### config.mk
export PLATFORM = sky130hd
export DESIGN_NAME = instr_loader
export DESIGN_NICKNAME = d
export VERILOG_FILES = /design/src/rtl/instr_loader_pkg.sv /design/src/rtl/loader_fifo.sv /design/src/rtl/instr_loader.sv
export SDC_FILE = /design/constraint.sdc
export NUM_CORES = 1
export LEC_CHECK = 0
export BUFFER_PORTS_ARGS = -buffer_cell sky130_fd_sc_hd__buf_4
export CAP_MARGIN = 20
export CORE_ASPECT_RATIO = 1.75
export CORE_MARGIN = 2
export CORE_UTILIZATION = 31
export CTS_CLUSTER_SIZE = 30
export DETAILED_ROUTE_END_ITERATION = 12
export SYNTH_ARGS = -nofsm -noshare
export SYNTH_HDL_FRONTEND = slang
export SYNTH_SLANG_ARGS = --single-unit
export TNS_END_PERCENT = 10
### constraint.sdc
create_clock -name CLK -period 2.5 [get_ports CLK]
set_input_delay 0.375 -clock CLK [delete_from_list [all_inputs] [get_ports CLK]]
set_output_delay 0.375 -clock CLK [all_outputs]
set_load 0.01 [all_outputs]
### src/rtl/instr_loader_pkg.sv
// Shared constants and issue-state encoding for the instruction loader.
// Optional parity checking is enabled with INSTR_LOADER_PARITY_EN.
package instr_loader_pkg;

  localparam int INSTR_W = 9;
  localparam int CHUNK_W = 3;
  localparam int CHUNKS  = INSTR_W / CHUNK_W;
  localparam int DEPTH   = 4;

  typedef enum logic {
    IDLE,
    ISSUE
  } issue_st_t;

endpackage

### src/rtl/loader_fifo.sv
// Instruction FIFO for instr_loader: extra-MSB pointers, flush clears
// both pointers, head is read combinationally at the read pointer.
module loader_fifo #(
  parameter int W     = 9,
  parameter int DEPTH = 4
) (
  input  logic                   CLK,
  input  logic                   RESET_N,
  input  logic                   push,
  input  logic                   pop,
  input  logic                   flush,
  input  logic [W-1:0]           wdata,
  output logic [W-1:0]           rdata,
  output logic                   full,
  output logic                   empty,
  output logic [$clog2(DEPTH):0] count
);

  localparam int AW = $clog2(DEPTH);

  logic [W-1:0] mem [DEPTH];
  logic [AW:0]  wptr;
  logic [AW:0]  rptr;

  always_ff @(posedge CLK or negedge RESET_N) begin
    if (!RESET_N) begin
      wptr <= '0;
      rptr <= '0;
    end else if (flush) begin
      wptr <= '0;
      rptr <= '0;
    end else begin
      if (push) wptr <= wptr + 1'b1;
      if (pop)  rptr <= rptr + 1'b1;
    end
  end

  // Storage carries no reset; only pointer-covered entries are read.
  always_ff @(posedge CLK) begin
    if (push) mem[wptr[AW-1:0]] <= wdata;
  end

  assign rdata = mem[rptr[AW-1:0]];
  assign count = wptr - rptr;
  assign empty = (wptr == rptr);
  assign full  = (wptr[AW] != rptr[AW]) &&
                 (wptr[AW-1:0] == rptr[AW-1:0]);

endmodule

### src/rtl/instr_loader.sv
// Chunk assembler, instruction FIFO and write_en issue FSM.
// Define INSTR_LOADER_PARITY_EN to add DIN_PAR / PAR_ERR checking.
module instr_loader #(
  parameter int INSTR_W = instr_loader_pkg::INSTR_W,
  parameter int CHUNK_W = instr_loader_pkg::CHUNK_W,
  parameter int DEPTH   = instr_loader_pkg::DEPTH
) (
  input  logic               CLK,
  input  logic               RESET_N,
  input  logic [CHUNK_W-1:0] DIN,
  input  logic               DIN_VALID,
`ifdef INSTR_LOADER_PARITY_EN
  input  logic               DIN_PAR,
  output logic               PAR_ERR,
`endif
  input  logic               FLUSH,
  input  logic               CPU_READY,
  output logic [INSTR_W-1:0] INSTRUCTION,
  output logic               write_en,
  output logic               FULL,
  output logic               EMPTY,
  output logic               ERR
);
  import instr_loader_pkg::*;

  localparam int NCH = INSTR_W / CHUNK_W;
  localparam int CW  = (NCH > 1) ? $clog2(NCH) : 1;
  localparam int AW  = $clog2(DEPTH);

  if ((INSTR_W % CHUNK_W) != 0 || DEPTH < 2 ||
      (DEPTH & (DEPTH - 1)) != 0) begin : g_bad_cfg
    $error("instr_loader: illegal INSTR_W/CHUNK_W/DEPTH");
  end

  logic [INSTR_W-1:0] shift;
  logic [INSTR_W-1:0] word;
  logic [INSTR_W-1:0] head;
  logic [CW-1:0]      cnt;
  logic [AW:0]        count;
  logic               last;
  logic               par_ok;
  logic               push_req;
  logic               push_ok;
  logic               pop;
  logic               room;
  issue_st_t          state;

  assign word     = INSTR_W'({shift, DIN});
  assign last     = (cnt == CW'(NCH - 1));
  assign pop      = !FLUSH && !EMPTY && CPU_READY;
  assign room     = (count != (AW + 1)'(DEPTH));
  assign push_req = !FLUSH && DIN_VALID && last && par_ok;
  assign push_ok  = push_req && (room || pop);

`ifdef INSTR_LOADER_PARITY_EN
  assign par_ok = ~^{word, DIN_PAR};

  always_ff @(posedge CLK or negedge RESET_N) begin
    if (!RESET_N)
      PAR_ERR <= 1'b0;
    else if (FLUSH)
      PAR_ERR <= 1'b0;
    else if (DIN_VALID && last && !par_ok)
      PAR_ERR <= 1'b1;
  end
`else
  assign par_ok = 1'b1;
`endif

  always_ff @(posedge CLK or negedge RESET_N) begin
    if (!RESET_N) begin
      cnt   <= '0;
      shift <= '0;
      ERR   <= 1'b0;
    end else if (FLUSH) begin
      cnt   <= '0;
      shift <= '0;
      ERR   <= 1'b0;
    end else begin
      if (DIN_VALID) begin
        shift <= word;
        cnt   <= last ? '0 : cnt + 1'b1;
      end
      if (push_req && !push_ok) ERR <= 1'b1;
    end
  end

  loader_fifo #(
    .W     (INSTR_W),
    .DEPTH (DEPTH)
  ) u_fifo (
    .CLK     (CLK),
    .RESET_N (RESET_N),
    .push    (push_ok),
    .pop     (pop),
    .flush   (FLUSH),
    .wdata   (word),
    .rdata   (head),
    .full    (FULL),
    .empty   (EMPTY),
    .count   (count)
  );

  // INSTRUCTION is only loaded on a pop, so it holds between pulses.
  always_ff @(posedge CLK or negedge RESET_N) begin
    if (!RESET_N) begin
      state       <= IDLE;
      write_en    <= 1'b0;
      INSTRUCTION <= '0;
    end else if (FLUSH) begin
      state    <= IDLE;
      write_en <= 1'b0;
    end else begin
      unique case (state)
        IDLE: begin
          write_en <= 1'b0;
          if (pop) begin
            state       <= ISSUE;
            write_en    <= 1'b1;
            INSTRUCTION <= head;
          end
        end
        ISSUE: begin
          if (pop) begin
            write_en    <= 1'b1;
            INSTRUCTION <= head;
          end else begin
            state    <= IDLE;
            write_en <= 1'b0;
          end
        end
        default: begin
          state    <= IDLE;
          write_en <= 1'b0;
        end
      endcase
    end
  end

endmodule
==> impl_metrics.yaml, run 1 <==
pwr:
  p_sw_uw: 561.8
  p_leak_nw: 1.264
  switching_share: 0.2187
  vdd_drop_max_mv: 0.3350
  sequentialPowerShare: 0.463
  clock_power_share: 0.427
  p_comb_frac: 0.110
  p_int_mw: 2.007
  power_density_mw_per_mm2: 841.0
  power_mw: 2.569
worst_setup_path:
  critPathTopFamily: "simple AND/OR/NAND/NOR gates"
  crit_buf_inv: 1
  path_class: "flip-flop to flip-flop"
  cp_max_fo: 9
  end_kind: "flip-flop"
  r2r-end: "u_fifo.mem[1][6]"
  r2r-start: "u_fifo.wptr[0]"
  cp.arrival_ns: 2.04
  crit_chain: "inv_1, ha_1, nand2_1, o211a_1, o31a_1, and2_1"
  reg2reg_slack_ns: 0.42
  cp.required_ns: 2.46
  rr_worst_depth: 6
  startpoint_type: "flip-flop"
  critPathSlowestCell: "and2_1"
  max_stage_delay_ns: 0.47
synth:
  synth_edf_count: 36
  ys_seq_elements: 61
  synth-compound-area-share: 0.03298
  async_reset_ff_frac: 0.4098
  yosysSeqAreaShare: 0.6817
  syn-num-nets: 159
  synth_top_family_by_area: "multiplexers"
  ys_warn_count: 0
  synth-simple-area-share: 0.04898
  synthMuxAreaShare: 0.1674
  synthAdderAreaFrac: 0.03498
  synth_cell_types: 30
  syn_inst: 144
  netlist_area_sq_mm: 0.002504
  ys.flop_type: "edfxtp_1"
  avgSynthCellArea_sq_um: 17.39
  synthXorXnorAreaFrac: 0.01699
drt:
  wl_mm: 4.570
  final_antenna_net_count: 0
  drtIter0Drc: 45
  via_per_inst: 4.753
  wl_per_cell_um: 16.86
  dr.pass1.iters: 4
  vias: 1288
  drc: 0
die:
  start_util: 0.3166
  rows: 43
  num_io_pins: 21
  coreArea_sq_mm: 0.007909
  die_width_um: 71.94
  dieArea_sq_mm: 0.008840
  die_y_um: 122.9
hold_path:
  hold_path_class: "primary input to flip-flop"
  whs_path_depth: 1
  min_from: "DIN[0]"
  whs_endpoint: "u_fifo.mem[1][0]"
sta:
  holdWs_ns: 0.2672
  setup_ws_ns: 0.4210
  drv_slew: 0
  rsz0062_at_grt: "no"
  skew_ns: 0.005829
  layout_min_cycle_time_ns: 2.079
  relSlewSlack: 0.6539
  timing.fmax_mhz: 481.0
  tightest_slew_ns: 0.5191
  setup_viol: 0
  hold_viol: 0
  tns_ns: 0
  final.period_utilization: 0.8316
clocking:
  post_cts_resized: 0
  cts_inserted_buffers: 9
  worstSkewPairLatency_ns: 0.32
  htreeDepth: 3
  ctsRootBufferMaster: "clkbuf_16"
  post_cts_buffers: 0
  hold_buffers: 1
  cts_tree: "yes"
  numClockSinks: 61
  clk_path_buf_depth: 2
  clkSlewWorstSetupHoldPaths_ns: 0.05
global_routing:
  overflow: 0
  grt_pass1_wl_mm: 7.555
  grt_pass1_vias: 1427
  antenna_found_initial: 0
  grt_usage: 0.1204
  grt_max_degree: 26
finish:
  final_common_cell: "edfxtp_1"
  design_area_sq_mm: 0.003054
  num_antenna_cells: 0
  final_cell_mix: "edfxtp_1 (36), dfrtp_1 (25), buf_4 (25)"
  fillers: 741
  final_core_util: 0.3862
  nets: 191
  seqCellArea_sq_mm: 0.001707
  drive_gt1_frac: 0.3315
  instances_no_fill: 271
  layout-area-overhead-vs-synth_pct: 21.99
  multi_input_area_sq_um: 754.5
place:
  hpwl_mm: 3.047
  place_ws_ns: 0.3856
  place_area_sq_mm: 0.002780
  placedCellCount: 254
  port-buffer-count: 20
  place_congestion: 0.7414
job:
  drv_cap: 0
status:
  outcome: "finished, final reports clean"
[cell type report]
| cell class | count | share of cell area |
|---|---|---|
| Sequential cell | 61 | 0.5588 |
| Multi-Input combinational cell | 73 | 0.2470 |
| Clock buffer | 14 | 0.08316 |
| Timing Repair Buffer | 26 | 0.06473 |
| Tap cell | 90 | 0.03687 |
| Inverter | 5 | 0.006145 |
| Clock inverter | 2 | 0.003277 |
[cells by family (layout without fill, tap and decap cells)]
kind of cell,Yosys count,after routing
muxes,29,29
xor gates and xnor gates,4,4
and+or+nand+nor,25,25
DFF,61,61
adders and majority gates,7,7
buffers and inverters,10,47
AOI/OAI and AO/OA,8,8
[registers in the layout, indices dropped and copies added, names as in the netlist]
signal       cells
INSTRUCTION      9
ERR              1
u_fifo.wptr      3
cnt              2
u_fifo.mem      36
state            1
u_fifo.rptr      3
shift            6
[cells in the mapped netlist, types with 2 or more instances]
library cell,number,area (sq um)
edfxtp_1,36,1081
dfrtp_1,25,625.6
nor2_1,13,48.80
mux2i_1,10,100.1
mux2_2,9,101.4
mux4_2,9,202.7
ha_1,7,87.58
inv_1,5,18.77
and2_1,3,18.77
clkbuf_1,3,11.26
nand2_1,3,11.26
nor2b_1,2,12.51
xor2_1,2,17.52
[routing by layer]
layer  vias to the layer above  GRT usage  share of wire
met5                         -          0              0
met4                         0    0.07075          0.021
met3                         8    0.03202          0.027
met2                        28     0.2072           0.55
met1                       654     0.1307           0.40
li1                        598          -              -
[power by group through the flow]
| stage | logic, mW | registers (mW) | clock network, mW |
|---|---|---|---|
| global route | 0.309 | 1.20 | 1.17 |
| global placement | 0.287 | 1.21 | 0 |
| CTS | 0.292 | 1.19 | 1.12 |
| finish | 0.284 | 1.19 | 1.10 |
| detailed placement | 0.289 | 1.21 | 0 |
| floorplan | 0.106 | 1.24 | 0 |
[worst max path at each step]
stage / from / end / slack [ns] / depth (start not counted)
floorplan: u_fifo.rptr[1] / u_fifo.mem[0][0] / 0.15 / 7
global placement: u_fifo.wptr[0] / u_fifo.mem[0][6] / 0.40 / 6
detailed placement: u_fifo.wptr[0] / u_fifo.mem[0][4] / 0.39 / 6
CTS: u_fifo.wptr[0] / u_fifo.mem[0][5] / 0.37 / 6
global route: u_fifo.wptr[0] / u_fifo.mem[0][5] / 0.27 / 6
finish: u_fifo.wptr[0] / u_fifo.mem[1][6] / 0.42 / 6
Power figures use the tool's default switching activity.
==> inputs of run 2 (changes only) <==
Clock period 2.5 ns to 2.13 ns, I/O delays scaled along.
==> run 2 against run 1 <==
  * Largest power group unchanged
  * Wire length fell by 3.4%
  * Sequential power rose by 18%
  * Maximum frequency up 7.3%
  * Combinational power up 19%
  * Critical path type unchanged
  * Non-clock buffer count is 1 higher
  * Die area is the same
  * Hold slack got worse by 0.045 ns
==> impl_metrics.yaml, run 2 (synthesized netlist as in run 1, its figures left out) <==
status:
  outcome: "finished, final reports clean"
global_routing:
  met1_usage: 0.1251
  grt_usage: 0.1164
  grt_busiest_layer: "met2"
  grt_use_met3: 0.02791
  grt_pass1_vias: 1336
  grt_max_degree: 26
  overflow: 0
  grt_pass1_wl_mm: 7.355
  met2_usage: 0.2043
  antenna_found_initial: 0
pwr:
  power_density_mw_per_mm2: 969.2
  switching_share: 0.2115
  p_leak_nw: 1.261
  vdd_drop_max_mv: 0.4252
  sequentialPowerShare: 0.469
  power_mw: 2.978
  p_sw_uw: 630.0
  clock_power_share: 0.418
  p_int_mw: 2.348
  p_comb_frac: 0.113
worst_setup_path:
  path_common_cell: "inv_1"
  max_stage_delay_ns: 0.40
  critPathTopFamily: "compound AO/OA/AOI/OAI gates"
  cp.required_ns: 2.15
  path_class: "flip-flop to flip-flop"
  startpoint_type: "flip-flop"
  cp_max_fo: 9
  end_kind: "flip-flop"
  critPathSlowestCell: "dfrtp_1"
  cp.arrival_ns: 1.95
  crit_buf_inv: 2
  crit_chain: "inv_1, ha_1, nand2_2, o211a_4, o311ai_2, inv_1"
sta:
  tns_ns: 0
  holdWs_ns: 0.2218
  layout_min_cycle_time_ns: 1.937
  hold_viol: 0
  final.period_utilization: 0.9095
  rsz0062_at_grt: "no"
  drv_slew: 0
  setup_ws_ns: 0.1927
  relSlewSlack: 0.7294
  tightest_slew_ns: 0.4017
  skew_ns: 0.004019
  timing.fmax_mhz: 516.2
  setup_viol: 0
die:
  coreArea_sq_mm: 0.007909
  dieArea_sq_mm: 0.008840
  rows: 43
  die_y_um: 122.9
  num_io_pins: 21
  die_width_um: 71.94
  start_util: 0.3166
drt:
  wl_mm: 4.414
  dr.pass1.iters: 4
  final_antenna_net_count: 0
  drtIter0Drc: 29
  vias: 1268
  drc: 0
  wl_per_cell_um: 16.23
  via_per_inst: 4.662
place:
  place_ws_ns: 0.1906
  hpwl_mm: 3.124
  place_congestion: 0.7533
  port-buffer-count: 20
finish:
  nets: 192
  layout-area-overhead-vs-synth_pct: 22.74
  drive_gt1_frac: 0.3516
  final_cell_mix: "edfxtp_1 (36), buf_4 (26), dfrtp_1 (25)"
  num_antenna_cells: 0
  final_common_cell: "edfxtp_1"
  largest_register_ffs: 36
clocking:
  clk_path_buf_depth: 2
  worstSkewPairLatency_ns: 0.31
  htreeDepth: 3
  cts_tree: "yes"
  clkSlewWorstSetupHoldPaths_ns: 0.05
  numClockSinks: 61
  ctsRootBufferMaster: "clkbuf_16"
  post_cts_resized: 0
  cts_inserted_buffers: 9
job:
  drv_cap: 0
hold_path:
  hold_path_class: "primary input to flip-flop"
-- run 2: final timing paths --
check / start / endpoint / slack (ns) / cells past startpoint
max reg2reg: u_fifo.wptr[0] / u_fifo.mem[3][2] / 0.19 / 6
max in group asynchronous: RESET_N / shift[1] / 1.40 / 2
min: DIN[2] / u_fifo.mem[0][2] / 0.22 / 1
min in group asynchronous: RESET_N / INSTRUCTION[8] / 0.46 / 2
min reg2reg: INSTRUCTION[4] / INSTRUCTION[4] / 0.50 / 1
max: u_fifo.wptr[0] / u_fifo.mem[3][2] / 0.19 / 6
-- run 2: power groups by stage --
stage / sequential, mW / clock (mW) / combinational (mW)
CTS: 1.40 / 1.28 / 0.346
global placement: 1.42 / 0 / 0.340
floorplan: 1.45 / 0 / 0.126
global route: 1.41 / 1.33 / 0.367
detailed placement: 1.42 / 0 / 0.344
finish: 1.40 / 1.24 / 0.337
-- run 2: repair_timing --
item / 4_1_cts / 5_1_grt
hold endpoints to repair: 25 / 0
buffers inserted: 0 / 0
hold buffers: 1 / 0
-- run 2: stage by stage --
step | instances | cell area (sq um) | utilization
2_1_floorplan | 144 | 2519 | -
3_3_place_gp | 255 | 2801 | 0.3542
3_5_place_dp | 255 | 2801 | 0.3542
4_1_cts | 272 | 3073 | 0.3885
5_1_grt | 272 | 3073 | 0.3885
6_report | 272 | 3073 | 0.3885
-- run 2: area by class of cell --
class                      count  area, sq um
fill                         745         4836
sequential                    61         1707
multi-input combinational     73        768.2
clock buffer                  13        250.2
timing repair buffer          27        205.2
tap                           90        112.6
inverter                       5        18.77
clock inverter                 3        11.26
-- run 2: per-layer routing --
metal	wire (um)	vias up	part of all wire
li1	-	601	-
met1	1637	635	0.37
met2	2544	26	0.58
met3	141	6	0.032
met4	92	0	0.021
met5	0	-	0
==> inputs of run 3 (changes only) <==
Clock period 2.13 ns to 1.7 ns, I/O delays scaled along.
==> run 3 against run 2 <==
  * The flow now finishes with violations (negative setup slack)
  * Non-clock buffer count increased by 10
  * Maximum frequency is 7.0% higher
  * Final area rose by 7.9%
  * Register-to-register slack got worse by 0.30 ns
  * Sequential cell count stayed put
  * Worst setup slack got worse by 0.30 ns
  * Hold slack lost 0.075 ns
  * Sequential power grew 25%
  * Power is 38% higher
  * Clock skew rose by 0.0070 ns
  * Core utilization rose by 3.1 points
  * Critical path depth fell by 1
==> impl_metrics.yaml, run 3 (synthesized netlist as in run 1, its figures left out) <==
die:
  coreArea_sq_mm: 0.007909
  start_util: 0.3166
  die_width_um: 71.94
  dieArea_sq_mm: 0.008840
  num_io_pins: 21
  rows: 43
  die_y_um: 122.9
clocking:
  clk_path_buf_depth: 2
  cts_inserted_buffers: 9
  cts_tree: "yes"
  numClockSinks: 61
  ctsRootBufferMaster: "clkbuf_16"
  htreeDepth: 3
  clkSlewWorstSetupHoldPaths_ns: 0.06
  worstSkewPairLatency_ns: 0.33
worst_setup_path:
  r2r-start: "u_fifo.rptr[0]"
  cp.required_ns: 1.77
  r2r-end: "u_fifo.mem[0][1]"
  reg2reg_slack_ns: -0.11
  startpoint_type: "flip-flop"
  rr_worst_depth: 5
  end_kind: "flip-flop"
  cp_max_fo: 9
  cp.arrival_ns: 1.88
  path_class: "flip-flop to flip-flop"
status:
  failed_checks: "negative setup slack"
  outcome: "finished, violations left"
sta:
  hold_viol: 0
  setup_ws_ns: -0.1113
  layout_min_cycle_time_ns: 1.811
  timing.fmax_mhz: 552.1
  relSlewSlack: 0.7611
  tightest_slew_ns: 0.3584
  skew_ns: 0.01103
  rsz0062_at_grt: "yes"
  final.period_utilization: 1.065
  setup_viol: 39
  holdWs_ns: 0.1463
  drv_slew: 0
drt:
  wl_per_cell_um: 16.77
  dr.pass1.iters: 4
  drtIter0Drc: 17
  final_antenna_net_count: 0
  wl_mm: 4.747
  drc: 0
  via_per_inst: 4.749
  vias: 1344
global_routing:
  grt_pass1_vias: 1479
  grt_max_degree: 26
  grt_busiest_layer: "met2"
  grt_use_met3: 0.03530
  grt_pass1_wl_mm: 7.624
  met1_usage: 0.1189
  grt_usage: 0.1214
  antenna_found_initial: 0
  overflow: 0
  met2_usage: 0.2228
pwr:
  power_density_mw_per_mm2: 1239
  power_mw: 4.108
  vdd_drop_max_mv: 0.6082
  p_leak_nw: 1.350
finish:
  fillers: 701
  nets: 203
  final_common_cell: "edfxtp_1"
  drive_gt1_frac: 0.4456
  largest_register_ffs: 36
  num_antenna_cells: 0
  final_cell_mix: "edfxtp_1 (36), buf_4 (35), dfrtp_1 (25)"
  layout-area-overhead-vs-synth_pct: 32.38
hold_path:
  min_from: "DIN[1]"
  hold_path_class: "primary input to flip-flop"
  whs_path_depth: 1
  whs_endpoint: "u_fifo.mem[1][1]"
place:
  port-buffer-count: 20
  place_congestion: 0.7275
  place_ws_ns: -0.09957
  hpwl_mm: 3.344
job:
  drv_cap: 0
run 3: changes by cell type in the layout (fill, tap and decap cells not counted), moves of 2 or more:
cell       previous run  this run
buf_4                26        35
and2_4                0         4
and2_2                3         0
inv_1                 5         2
bufinv_16             0         2
clkbuf_1              3         1
ha_1                  7         5
ha_4                  0         2
inv_4                 0         2
run 3: where the power goes:
group / internal, mW / switching [mW]
Sequential: 1.69 / 0.0624
Clock: 1.31 / 0.598
Combinational: 0.263 / 0.188
run 3: final cells by class:
cell class / count / area, sq um / share of cell area
flip-flops and latches: 61 / 1707 / 0.5149
multi-input cells: 74 / 869.6 / 0.2624
repair buffers: 37 / 284.0 / 0.08569
clock buffers: 11 / 242.7 / 0.07324
well taps: 90 / 112.6 / 0.03398
clock inverters: 5 / 75.07 / 0.02265
inverters: 5 / 23.77 / 0.007173
run 3: stage by stage:
stage	util	cells	instance area, sq um	setup TNS (ns)
6_report	0.4191	283	3314	-2.934
5_1_grt	0.4191	283	3314	-4.951
4_1_cts	0.4139	282	3273	-3.207
3_5_place_dp	0.3716	265	2939	-3.004
3_3_place_gp	0.3716	265	2939	-1.272
2_1_floorplan	-	144	2590	-6.616
run 3: layer usage:
layer  wire length [um]  part of all wire  up-vias
li1                   -                 -      630
met1               1747              0.37      680
met2               2766              0.58       26
met3                143             0.030        8
met4                 89             0.019        0
met5                  0                 0        -
run 3: what timing repair did:
| action | in CTS | in global routing |
|---|---|---|
| endpoints found under the hold margin | 25 | 0 |
| endpoints found under the setup margin | 42 | 50 |
| gates cloned | 0 | 1 |
| hold buffers | 1 | 0 |
| buffers inserted | 0 | 0 |
| resized for setup | 3 | 6 |
run 3: worst max-delay path by stage:
stage	start	to	slack (ns)	cells past startpoint
detailed placement	u_fifo.wptr[0]	u_fifo.mem[0][1]	-0.1	6
finish	u_fifo.rptr[0]	u_fifo.mem[0][1]	-0.11	5
CTS	u_fifo.rptr[0]	u_fifo.mem[0][1]	-0.11	5
global route	u_fifo.rptr[0]	u_fifo.mem[1][6]	-0.15	5
global placement	u_fifo.rptr[0]	u_fifo.mem[1][1]	-0.04	5
floorplan	u_fifo.rptr[1]	u_fifo.mem[0][0]	-0.18	7
run 3: worst max-delay path: stages (launching register included):
cell and delay, ns:
dfrtp_1 0.40, ha_4 0.30, nand2_8 0.05, o211a_4 0.28, o31a_1 0.31, and2_4 0.21
